===== src/rtl/mult4_shift_add_ctrl.sv =====
// Sequential 4x4 unsigned shift-and-add multiplier that reuses a single sum4 adder.
// Optional MULT4_ZERO_SKIP_EN: zero operands complete on the accepting edge.

module sum4 (
  input  logic [3:0] a,
  input  logic [3:0] b,
  input  logic       c_in,
  output logic [3:0] s,
  output logic       c_out
);

  assign {c_out, s} = {1'b0, a} + {1'b0, b} + {4'b0000, c_in};

endmodule

module mult4_shift_add_ctrl #(
  parameter bit DONE_PULSE = 1'b1
) (
  input  logic       clk,
  input  logic       reset,
  input  logic       start,
  input  logic [3:0] a,
  input  logic [3:0] b,
  output logic       busy,
  output logic       done,
  output logic [7:0] product
);

`ifdef MULT4_ZERO_SKIP_EN
  localparam bit ZERO_SKIP = 1'b1;
`else
  localparam bit ZERO_SKIP = 1'b0;
`endif

  typedef enum logic [1:0] {
    ST_IDLE = 2'd0,
    ST_RUN  = 2'd1,
    ST_DONE = 2'd2
  } state_t;

  state_t     state_r;
  logic [3:0] m_r;
  logic [3:0] q_r;
  logic [3:0] acc_r;
  logic [1:0] cnt_r;

  logic [3:0] sum_s;
  logic       cout_s;
  logic [4:0] add_s;
  logic [3:0] acc_nx_s;
  logic [3:0] q_nx_s;
  logic       zero_op_s;

  sum4 u_sum4 (
    .a     (acc_r),
    .b     (m_r),
    .c_in  (1'b0),
    .s     (sum_s),
    .c_out (cout_s)
  );

  // Conditional add of M into {C,A}, then one right shift of {C,A,Q}; C is folded into add_s[4].
  always_comb begin
    add_s = {1'b0, acc_r};
    if (q_r[0]) begin
      add_s = {cout_s, sum_s};
    end else begin
      add_s = {1'b0, acc_r};
    end
    acc_nx_s  = add_s[4:1];
    q_nx_s    = {add_s[0], q_r[3:1]};
    zero_op_s = ZERO_SKIP && ((a == 4'h0) || (b == 4'h0));
  end

  // Control FSM with registered busy/done/product.
  always_ff @(posedge clk) begin
    if (reset) begin
      state_r <= ST_IDLE;
      m_r     <= 4'h0;
      q_r     <= 4'h0;
      acc_r   <= 4'h0;
      cnt_r   <= 2'd0;
      busy    <= 1'b0;
      done    <= 1'b0;
      product <= 8'h00;
    end else begin
      case (state_r)
        ST_IDLE: begin
          if (start) begin
            m_r   <= a;
            q_r   <= b;
            acc_r <= 4'h0;
            cnt_r <= 2'd0;
            if (zero_op_s) begin
              product <= 8'h00;
              done    <= 1'b1;
              busy    <= 1'b0;
              state_r <= ST_DONE;
            end else begin
              done    <= 1'b0;
              busy    <= 1'b1;
              state_r <= ST_RUN;
            end
          end else begin
            state_r <= ST_IDLE;
          end
        end
        ST_RUN: begin
          acc_r <= acc_nx_s;
          q_r   <= q_nx_s;
          cnt_r <= cnt_r + 2'd1;
          if (cnt_r == 2'd3) begin
            product <= {acc_nx_s, q_nx_s};
            done    <= 1'b1;
            busy    <= 1'b0;
            state_r <= ST_DONE;
          end else begin
            state_r <= ST_RUN;
          end
        end
        ST_DONE: begin
          // In hold mode done stays set until the next start is accepted in IDLE.
          if (DONE_PULSE) begin
            done <= 1'b0;
          end else begin
            done <= done;
          end
          state_r <= ST_IDLE;
        end
        default: begin
          state_r <= ST_IDLE;
          busy    <= 1'b0;
          done    <= 1'b0;
        end
      endcase
    end
  end

endmodule


===== config.mk =====
export PLATFORM = sky130hd
export DESIGN_NAME = mult4_shift_add_ctrl
export DESIGN_NICKNAME = d
export VERILOG_FILES = /design/src/rtl/mult4_shift_add_ctrl.sv
export SDC_FILE = /design/constraint.sdc
export NUM_CORES = 1
export LEC_CHECK = 0
export ABC_AREA = 1
export BUFFER_PORTS_ARGS = -buffer_cell sky130_fd_sc_hd__buf_4
export CAP_MARGIN = 20
export CORE_MARGIN = 2
export CORE_UTILIZATION = 45
export DETAILED_ROUTE_END_ITERATION = 6
export MAX_ROUTING_LAYER = met4
export PLACE_DENSITY = 0.71
export REMOVE_ABC_BUFFERS = 1
export SYNTH_ARGS = -nofsm -noshare
export SYNTH_HDL_FRONTEND = slang
export SYNTH_HIERARCHICAL = 1
export SYNTH_SLANG_ARGS = --single-unit

===== constraint.sdc =====
create_clock -name clk -period 3.4 [get_ports clk]
set_input_delay 0.68 -clock clk [delete_from_list [all_inputs] [get_ports clk]]
set_output_delay 0.68 -clock clk [all_outputs]
set_load 0.01 [all_outputs]

Word level (Yosys, flattened, before mapping) --
Index checks and enable logic that the tools add are counted.
Operators by class: order comparisons 0, $mul 0, bitwise gates (word level) 1, equality and inequality tests 5, reduce and logical (&&, ||, !) cells 7, shift operators 0, div/mod/pow operators 0, mux-type cells 16, $add $sub $neg 2
Operator list (count):
- $pmux W4 S2 | 2
- $mux W4 | 2
- $pmux W2 S2 | 2
- $reduce_and A2 Y1 | 4
- $add A4 B4 Y5 | 1
- $mux W1 | 5
- $mux W5 | 1
- $eq A2 B2 Y1 const B | 2
- $mux W2 | 2
- $ne A2 B2 Y1 const B | 2
- $pmux W1 S3 | 1
- $reduce_and A3 Y1 | 1
- $add A2 B1 Y2 const B | 1
- $eq A2 B1 Y1 const B | 1
- $logic_not A2 Y1 | 1
- $pmux W1 S2 | 1
- $reduce_bool A2 Y1 | 1
- $not A1 Y1 | 1
Word-level totals: bits in read-only memories 0, register bits after elaboration 26, memory bits (writable) 0, latch bits 0, logic and storage cells 39, memories kept 0, output and inout bits 10

Depth between registers and ports, before layout --
word-level depth 3, gate-level depth with buffers 9, depth with buffers taken out 9

By module --
Netlist, hierarchy kept.
Modules (own cells, without submodules):
- mult4_shift_add_ctrl | times used 1, area each 1057.3 sq um, cells an instance 141
- sum4 | times used 1, area each 165.2 sq um, cells an instance 25

Least setup slack after synthesis --
Ideal clock, no wire load.
path kind register to register, start point reg acc_r[0], end point reg acc_r[0], period minus slack after synthesis 1.626 ns, buffers on the path 0, setup time 0.070 ns, setup slack 1.774 ns, cell stages (with the launch flop) 9, data arrival time 1.556 ns, required time 3.330 ns, cells stage by stage dfxtp_1 -> fa_1 -> inv_1 -> fa_1 -> inv_1 -> nand2_1 -> nand2_1 -> nand2_1 -> a21oi_1
Between the ends: word-level cells in the longest chain between the ends 3
RTL lines:
- from (decl) | RTL line 44 | logic [3:0] acc_r;
- from (signal assigned) | RTL line 109 | acc_r <= acc_nx_s;
- $add A4 B4 Y5 | RTL line 12 | assign {c_out, s} = {1'b0, a} + {1'b0, b} + {4'b0000, c_in};
- net sum_s[1] | RTL line 47 | logic [3:0] sum_s;
- $mux W5 | RTL line 65 | if (q_r[0]) begin
- $pmux W4 S2 | RTL line 87 | case (state_r)
The timed path passes the listed nets, and every way through them passes these cells. A chain may end at the register's enable or synchronous reset.

Final worst setup path --
Same ends and word-level chain as after synthesis.

==> flow_metrics.tcl <==
set metrics [dict create \
    grt_pass1_wl_um 4490 \
    dpl.cell_count 212 \
    post_synth_num_cell_types 23 \
    grt_setup_unrepaired "false" \
    power.switching_fraction 0.270 \
    setup_total_negative_slack_ns 0 \
    globalRouteTotalUtil 0.180 \
    cpPeakStageDelay_ns 0.48 \
    internal_power_mw 0.390 \
    clock_tree_from_tritoncts "built" \
    synth_largest_type_area_fraction 0.426 \
    ctsLongestPathBuffers 2 \
    cts_inserted_buffers 3 \
    hold_path.startpoint "cnt_r[0]" \
    utilization 0.557 \
    r2r.worst_path.cells 8 \
    num_antenna_cells 0 \
    post-cts-setup-buffer-count 0 \
    die_y_um 56.1 \
    dominant_cell_type_by_count_on_the_critical_path "sky130_fd_sc_hd__nand2_1" \
    ctsHtreeMaxLevel 1 \
    final.setup_skew_ns 0.000727 \
    worstPathMaxFanout 3 \
    fill_cells 247 \
    arrival_time_reported_for_the_critical_path_endpoint_ns 2.08 \
    most_frequently_used_cell_type_in_the_post_synthesis_netlist "sky130_fd_sc_hd__nand2_1" \
    min_period_over_period 0.537 \
    drt_iter0_markers 25 \
    placedInstanceArea_um2 1380 \
    weighted_congestion_at_the_end_of_routability_driven_global_placement 0.821 \
    floorplan.die.width_um 56.1 \
    postSynthAreaPerCell_um2 7.36 \
    startpoint "acc_r[0]" \
    worstSetupPathType "flop to flop" \
    grtUsageMet3 0.0419 \
    cts-hold-fix-buffers 0 \
    start_kind "flop" \
    synth_sequential_area_ratio 0.426 \
    number_of_sinks_driven_by_the_clock_tree 26 \
    p_leak_nw 0.662 \
    global_route.overflow_total 0 \
    gr-usage-met2 0.296 \
    clk-insertion-delay-late_ns 0.31 \
    remaining_max_slew_budget_at_the_tightest_pin 0.667 \
    ir_drop_mv 0.268 \
    synthArstFlopShare 0 \
    status "complete, no violations" \
    hold_class "flop to flop" \
    port_buffers 20 \
    avgRoutedWirePerCell_um 11.9 \
    finalHoldViolations 0 \
    synth_commonest_cells "sky130_fd_sc_hd__nand2_1, sky130_fd_sc_hd__dfxtp_1, sky130_fd_sc_hd__inv_1, sky130_fd_sc_hd__nor2_1, sky130_fd_sc_hd__o21ai_0" \
    placeableCoreArea_um2 2520 \
    drt-vias-per-instance 5.21 \
    top_level_ports 21 \
    post_route_cell_area_um2 1400 \
    cp-end-kind "flop" \
    power.density_nw_per_um2 380 \
    nNetsFinal 204 \
    route.vias.total 1120 \
    fin_crit_ns 1.82 \
    fmaxAchievable_ghz 0.548 \
    first_global_vias 1088 \
    cts.clk_slew.worst_paths_ns 0.13 \
    min_path_cells 1 \
    layout-drive-gt1-share 0.157 \
    ctsResizeCount 0 \
    number_of_antenna_violations_at_the_first_check_in_global_routing 0 \
    final_cells 215 \
    synth-main-ff-cell "sky130_fd_sc_hd__dfxtp_1" \
    ys_ff_latch 26 \
    timing.hold.ws_ns 0.471 \
    number_of_cell_rows 18 \
    share_comb_of_total_power 0.147 \
    floorplan.die_area_um2 3150 \
    seqPwrFrac 0.615 \
    switching_power_mw 0.144 \
    setup_viol 0 \
    synth.area.top_cells "sky130_fd_sc_hd__dfxtp_1, sky130_fd_sc_hd__nand2_1, sky130_fd_sc_hd__o21ai_0, sky130_fd_sc_hd__nand3_1, sky130_fd_sc_hd__a21oi_1" \
    root_buffer "sky130_fd_sc_hd__clkbuf_4" \
    largest_net_degree_at_the_start_of_global_routing 18 \
    clkPwrFrac 0.239 \
    cp.required_ns 3.66 \
    grt_busiest_layer "met2" \
    drt-pass1-iter-count 4 \
    initial_utilization 0.485 \
    totalWireLength_um 2560 \
    top_cell_type_by_total_area_after_synthesis "sky130_fd_sc_hd__dfxtp_1" \
    synth_enable_flop_cells 0 \
    max_cap_viol_count 0 \
    synthCells 166 \
    finalMaxSlewViolations 0 \
    worst_r2r_startpoint "acc_r[0]" \
    synth.cell_area_um2 1220 \
    area_of_the_multi_input_gates_um2 606 \
    detail_route.drc_violations 0 \
    drtAntennaViolNets 0 \
    tightestPinTransition_ns 0.499 \
    dpl.hpwl_um 2000 \
    area.growth.synth_to_final_pct 14.8 \
    yosysWarningCount 6 \
    critical_path.slowest_cell "sky130_fd_sc_hd__fa_1" \
    layout.area.seq_um2 520 \
    globalRouteMet1Util 0.229 \
    timing.critical_path.cells "fa_1 -> inv_1 -> fa_1 -> inv_1 -> nand2_1 -> nand2_1 -> nand2_1 -> a21oi_1" \
]
path summary, 6_finish.rpt:
kind,to,slack (ns)
setup / recovery,acc_r[0],1.58
setup reg to reg,acc_r[0],1.58
hold reg to reg,cnt_r[0],0.47
hold / removal,cnt_r[0],0.47
final cells by class:
| type | instances | share of cell area |
|---|---|---|
| clock buffers | 3 | 0.0160 |
| multi-input cells | 118 | 0.431 |
| inverters | 18 | 0.0481 |
| well taps | 30 | 0.0267 |
| flip-flops and latches | 26 | 0.371 |
| repair buffers | 20 | 0.107 |
through the flow:
step,power [mW],worst slack [ns]
global placement,0.409,1.61
global route,0.563,1.47
CTS,0.538,1.56
finish,0.534,1.58
detailed placement,0.413,1.59
floorplan,0.385,1.75
registers in the layout, indices dropped and copies added, names as in the netlist:
name	count
busy	1
q_r	4
m_r	4
done	1
product	8
cnt_r	2
acc_r	4
state_r	2
power groups by stage:
| stage | Sequential [mW] | Clock [mW] | Combinational, mW |
|---|---|---|---|
| after floorplan | 0.332 | 0 | 0.0527 |
| final | 0.328 | 0.127 | 0.0784 |
| after detailed placement | 0.335 | 0 | 0.0782 |
| after global routing | 0.330 | 0.141 | 0.0914 |
| after global placement | 0.334 | 0 | 0.0753 |
| after CTS | 0.328 | 0.131 | 0.0784 |
kinds of logic after synthesis:
logic type	count (synthesis)	synth area share
AOI/OAI and AO/OA	31	0.136
xor gates and xnor gates	1	0.00717
adders and majority gates	6	0.0737
buffers and inverters	22	0.0788
DFF	26	0.426
other	1	0.00307
and+or+nand+nor	79	0.275
layer usage:
layer / part of all wire / up-vias
li1: - / 570
met1: 0.46 / 517
met2: 0.48 / 31
met3: 0.053 / 2
met4: 0.0059 / 0
met5: 0 / -
placed cells by master, fill, tap and decap left out, drive strengths merged:
cell type | synthesis | final
clkbuf | 1 | 3
xnor2 | 1 | 1
nor2 | 17 | 17
nand3 | 15 | 15
buf | 3 | 20
o21ai | 17 | 17
nand3b | 1 | 1
nand2 | 45 | 45
inv | 18 | 18
nand4 | 1 | 1
ha | 4 | 4
fa | 2 | 2
a21oi | 14 | 14
conb | 1 | 1
dfxtp | 26 | 26
critical path: cells and delay by family (launching register included):
kind	cells	cell delay (ns)
compound gates	1	0.15
flops	1	0.36
fa+ha+maj	2	0.89
simple gates	3	0.21
buf+inv	2	0.15
No activity file was read; power rests on OpenSTA's default activity.
